$ cat src/rtl/flash_read_ctrl.sv
// Key-triggered SPI flash reader: one READ (0x03) of READ_LEN bytes from READ_ADDR per
// accepted key_flag, each byte presented on po_data with a one-cycle po_flag strobe.
module flash_read_ctrl #(
    parameter logic [23:0] READ_ADDR = 24'h00_0000,
    parameter logic [15:0] READ_LEN  = 16'd4,
    parameter logic [7:0]  SCK_DIV   = 8'd4
) (
    input  logic       sys_clk,
    input  logic       sys_rst_n,
    input  logic       key_flag,
    input  logic       miso,
    output logic       cs_n,
    output logic       sck,
    output logic       mosi,
    output logic [7:0] po_data,
    output logic       po_flag,
    output logic       busy
);
    typedef enum logic [2:0] {IDLE, SETUP, CMD, ADDR, DATA, HOLD} state_t;

    localparam logic [31:0] TX_WORD    = {8'h03, READ_ADDR};
    localparam logic [7:0]  PH_LAST    = SCK_DIV - 8'd1;
    localparam logic [7:0]  PH_RISE_M1 = (SCK_DIV >> 1) - 8'd1;
    localparam logic [15:0] LAST_BYTE  = READ_LEN - 16'd1;

    state_t      state;
    logic [7:0]  phase;
    logic [4:0]  bit_cnt;
    logic [15:0] byte_cnt;
    logic [31:0] tx_sr;
    logic [7:0]  shift_p0;
    logic        vld_p0;
    logic        in_bits;
    logic        bit_end;
    logic        rise_edge;

    assign in_bits   = (state == CMD) || (state == ADDR) || (state == DATA);
    assign bit_end   = (phase == PH_LAST);
    assign rise_edge = in_bits && (phase == PH_RISE_M1);

    // Stage p0: miso captured on the edge that raises sck
    always_ff @(posedge sys_clk) begin
        if (rise_edge && (state == DATA)) begin
            shift_p0 <= {shift_p0[6:0], miso};
        end
    end

    always_ff @(posedge sys_clk or negedge sys_rst_n) begin
        if (!sys_rst_n) begin
            state    <= IDLE;
            phase    <= 8'd0;
            bit_cnt  <= 5'd0;
            byte_cnt <= 16'd0;
            tx_sr    <= 32'd0;
            vld_p0   <= 1'b0;
            cs_n     <= 1'b1;
            sck      <= 1'b0;
            mosi     <= 1'b0;
            po_data  <= 8'h00;
            po_flag  <= 1'b0;
            busy     <= 1'b0;
        end else begin
            // Output stage: a completed byte is published one cycle after its last sample
            vld_p0  <= 1'b0;
            po_flag <= vld_p0;
            if (vld_p0) begin
                po_data <= shift_p0;
            end

            case (state)
                IDLE: begin
                    phase    <= 8'd0;
                    bit_cnt  <= 5'd0;
                    byte_cnt <= 16'd0;
                    if (key_flag) begin
                        state <= SETUP;
                        cs_n  <= 1'b0;
                        busy  <= 1'b1;
                    end
                end
                SETUP: begin
                    phase <= bit_end ? 8'd0 : phase + 8'd1;
                    if (bit_end) begin
                        state <= CMD;
                        mosi  <= TX_WORD[31];
                        tx_sr <= {TX_WORD[30:0], 1'b0};
                    end
                end
                CMD, ADDR, DATA: begin
                    phase <= bit_end ? 8'd0 : phase + 8'd1;
                    if (rise_edge) begin
                        sck <= 1'b1;
                        if ((state == DATA) && (bit_cnt[2:0] == 3'd7)) begin
                            vld_p0 <= 1'b1;
                        end
                    end
                    if (bit_end) begin
                        // Zeros shift in behind the address, so mosi stays low through DATA
                        sck     <= 1'b0;
                        mosi    <= tx_sr[31];
                        tx_sr   <= {tx_sr[30:0], 1'b0};
                        bit_cnt <= bit_cnt + 5'd1;
                        if ((state == CMD) && (bit_cnt == 5'd7)) begin
                            state   <= ADDR;
                            bit_cnt <= 5'd0;
                        end
                        if ((state == ADDR) && (bit_cnt == 5'd23)) begin
                            state   <= DATA;
                            bit_cnt <= 5'd0;
                        end
                        if ((state == DATA) && (bit_cnt == 5'd7)) begin
                            bit_cnt <= 5'd0;
                            if (byte_cnt == LAST_BYTE) begin
                                state <= HOLD;
                            end else begin
                                byte_cnt <= byte_cnt + 16'd1;
                            end
                        end
                    end
                end
                HOLD: begin
                    phase <= bit_end ? 8'd0 : phase + 8'd1;
                    if (bit_end) begin
                        state    <= IDLE;
                        cs_n     <= 1'b1;
                        busy     <= 1'b0;
                        byte_cnt <= 16'd0;
                    end
                end
                default: begin
                    state <= IDLE;
                end
            endcase
        end
    end
endmodule
$ cat config.mk
export PLATFORM = sky130hd
export DESIGN_NAME = flash_read_ctrl
export DESIGN_NICKNAME = d
export VERILOG_FILES = /design/src/rtl/flash_read_ctrl.sv
export SDC_FILE = /design/constraint.sdc
export NUM_CORES = 1
export LEC_CHECK = 0
export ABC_CLOCK_PERIOD_IN_PS = 2600
export CAP_MARGIN = 20
export CORE_MARGIN = 2
export CORE_UTILIZATION = 40
export DETAILED_ROUTE_END_ITERATION = 10
export GPL_ROUTABILITY_DRIVEN = 0
export MAX_ROUTING_LAYER = met4
export PLACE_DENSITY = 0.68
export SLEW_MARGIN = 20
export SYNTH_ARGS = -nofsm -noshare
export SYNTH_HDL_FRONTEND = slang
export SYNTH_SLANG_ARGS = --single-unit
$ cat constraint.sdc
create_clock -name sys_clk -period 2.6 [get_ports sys_clk]
set_clock_uncertainty 0.1 [all_clocks]
set_input_delay 0.52 -clock sys_clk [delete_from_list [all_inputs] [get_ports sys_clk]]
set_output_delay 0.52 -clock sys_clk [all_outputs]
set_load 0.01 [all_outputs]
==> results.json <==
{
  "finalMaxSlewViolations": 0,
  "fin_area_mm2": 0.00378,
  "start_util_pct": 40.9,
  "slowest_stage": "or4_1",
  "yosys_most_used_dff": "dfrtp_1",
  "p_per_area_mw_per_mm2": 911,
  "chipWidth_um": 92.4,
  "syn-cell-area_mm2": 0.00313,
  "vdd_drop_max_uv": 528,
  "fin_setup_tns_ns": 0,
  "maxCapViolations": 0,
  "synth_area_leaders": "dfrtp_1, edfxtp_1, nand2_1",
  "clkTransAtPathRegs_ns": 0.07,
  "antenna_found_initial": 0,
  "fillCellCount": 698,
  "holdBufCountCts": 0,
  "layout_setup_ws_ns": 0.153,
  "rrSetupSlack_ns": 0.15,
  "fmax_mhz": 409,
  "firstDrtPassIters": 4,
  "r2r-start": "bit_cnt[0]",
  "drtIter0Drc": 141,
  "grt_overflow_total": 0,
  "cts_buffer_depth": 2,
  "leakage_nw": 1.57,
  "seqCellArea_mm2": 0.00157,
  "final_cell_mix": "dfrtp_1, nand2_1, o21ai_0",
  "final_common_cell": "dfrtp_1",
  "routed_wl_um": 6390,
  "synthArstFlopShare_pct": 86.9,
  "antenna_left": 0,
  "cts_max_level": 3,
  "synth_adder_area_share_pct": 2.00,
  "cts_tree": "yes",
  "final.period_utilization_pct": 94.1,
  "insertion_delay_ns": 0.33,
  "required_ns": 2.75,
  "diodes": 0,
  "pre_cts_slack_ns": 0.140,
  "viasPerCell": 5.59,
  "syn_inst": 325,
  "ys_types": 50,
  "muxShareOfSynthArea_pct": 3.88,
  "synthSimpleGateAreaFrac_pct": 22.7,
  "die_y_um": 92.4,
  "pwr-share-comb_pct": 28.3,
  "num_vias": 2561,
  "dp_hpwl_um": 4330,
  "placed_area_mm2": 0.00346,
  "p_sw_share_pct": 31.7,
  "yosys_warnings": 0,
  "startpoint_type": "flop",
  "port_buffers": 16,
  "power_mw": 3.44,
  "arrival_ns": 2.60,
  "die_area_mm2": 0.00854,
  "multiInputGateArea_mm2": 0.00146,
  "worstReg2RegEnd": "byte_cnt[10]",
  "avgSynthCellArea_um2": 9.62,
  "ys_seq_area_share_pct": 50.2,
  "cpPeakStageDelay_ns": 0.47,
  "drc": 0,
  "final_nets": 360,
  "critical_path.most_common_cell": "or4_1",
  "synth_compound_area_share_pct": 17.0,
  "ios": 17,
  "synth-edff-count": 8,
  "synthesis.nets": 334,
  "drive_above_1_share_pct": 14.6,
  "grt_pass1_vias": 2462,
  "tightest_slew_ns": 0.625,
  "p_switching_mw": 1.09,
  "critPathMaxFanout": 26,
  "rsz0062_at_grt": "false",
  "synth_top_family_by_area": "simple AND/OR/NAND/NOR gates",
  "hold_viol_final": 0,
  "synth-xor-area-share_pct": 0.841,
  "setup_viol": 0,
  "crit_type": "reg2reg",
  "pwr-share-clk_pct": 35.9,
  "cts_root_buffer": "clkbuf_8",
  "status": "completed",
  "dp.cells": 441,
  "crit_path_cell_trace": "ha_1 -> nand2_1 -> or4_1 -> or4_4 -> buf_8 -> or4_1 -> o21ai_0",
  "cts.sinks": 61,
  "ys_seq_elements": 61,
  "core_area_mm2": 0.00765,
  "area_growth_pct": 20.9,
  "fp-row-count": 32,
  "track_usage_pct": 17.3,
  "final_cells": 458,
  "p_int_mw": 2.35,
  "synth.top_cell.area_share_pct": 41.6,
  "cts_made_buffers": 9,
  "fin_crit_ns": 2.45,
  "reg2reg_depth": 7,
  "p_seq_share_pct": 35.8,
  "yosys.area.top_type": "dfrtp_1",
  "crit_path_end_kind": "flop",
  "grt_pass1_wl_um": 11500,
  "slew_headroom_pct": 58.3,
  "hold_path.class": "in2async",
  "wl_per_cell_um": 14.0,
  "grt_max_degree": 32
}
[critical path, delay by kind of cell, from the launching register on]
family          cells  cell delay [ns]
fa+ha+maj           1             0.19
flops               1             0.37
compound gates      1             0.08
buf+inv             1             0.17
simple gates        4             1.44
[power groups by stage]
stage / Combinational [mW] / Clock, mW / Sequential [mW]
after CTS: 0.958 / 1.25 / 1.23
after global placement: 0.935 / 0 / 1.24
after floorplan: 0.691 / 0 / 1.20
after detailed placement: 0.953 / 0 / 1.25
final: 0.975 / 1.24 / 1.23
after global routing: 1.13 / 1.30 / 1.25
[stage by stage]
stage | hold WS, ns | utilization (%)
2_1_floorplan | 0.124 | -
3_3_place_gp | 0.327 | 45.2
3_5_place_dp | 0.329 | 45.2
4_1_cts | 0.00330 | 49.1
5_1_grt | 0.00718 | 49.4
6_report | 0.00130 | 49.4
[metal layers]
metal  share of wire, %  up-vias  wire length [µm]  global-route usage, %
li1                   -     1267                 -                      -
met4               0.81        0                52                   4.73
met5                  0        -                 0                      -
met3                4.0        4               254                   5.53
met2                 48       47              3100                   25.8
met1                 47     1243              2990                   22.8
[how the worst max path moves through the flow]
stage / startpoint / to / cells after the start
final: bit_cnt[0] / byte_cnt[10] / 7
after global routing: bit_cnt[1] / byte_cnt[11] / 7
after CTS: bit_cnt[0] / byte_cnt[10] / 7
after detailed placement: bit_cnt[0] / byte_cnt[10] / 7
after global placement: bit_cnt[0] / byte_cnt[11] / 7
after floorplan: phase[0] / byte_cnt[4] / 8
[Yosys cell counts, drive strengths merged (2+ instances only)]
library cell and number:
and2 5, o32ai 3, o21ai 28, or3 2, mux2i 2, nor3b 2, o211ai 8, nor3 3
nand3 20, o22ai 2, clkbuf 15, nor2 13, ha 5, a221o 5, buf 4, and4 3
nand2b 4, edfxtp 8, a21oi 24, nor4 4, inv 7, a31oi 5, o31ai 2, mux2 9
nor2b 3, nand4 5, and3 7, xnor2 2, dfrtp 52, or4 13, nand2 47
[registers in the layout, summed over array words and instances (netlist names)]
| register | flops |
|---|---|
| byte_cnt | 16 |
| phase | 8 |
| po_data | 8 |
| shift_p0 | 8 |
| tx_sr | 7 |
| bit_cnt | 5 |
| state | 3 |
| busy | 1 |
| cs_n | 1 |
| mosi | 1 |
| po_flag | 1 |
| sck | 1 |
| vld_p0 | 1 |
[cell families after synthesis]
kind of cell / Yosys count
simple gates: 133
xor+xnor: 3
mux: 11
buf+inv: 26
fa+ha+maj: 5
flops: 61
compound gates: 86
[repair_timing]
action,CTS,global route
buffers inserted,0,1
gates resized for setup,0,4
setup endpoints to repair,0,10
[final cells by class]
cell class | instances | share of cell area, %
Multi-Input combinational cell | 238 | 38.7
Sequential cell | 61 | 41.5
Clock buffer | 10 | 3.64
Inverter | 7 | 0.696
Clock inverter | 6 | 4.17
Tap cell | 102 | 3.38
Timing Repair Buffer | 34 | 7.88
Power figures use the tool's default switching activity.
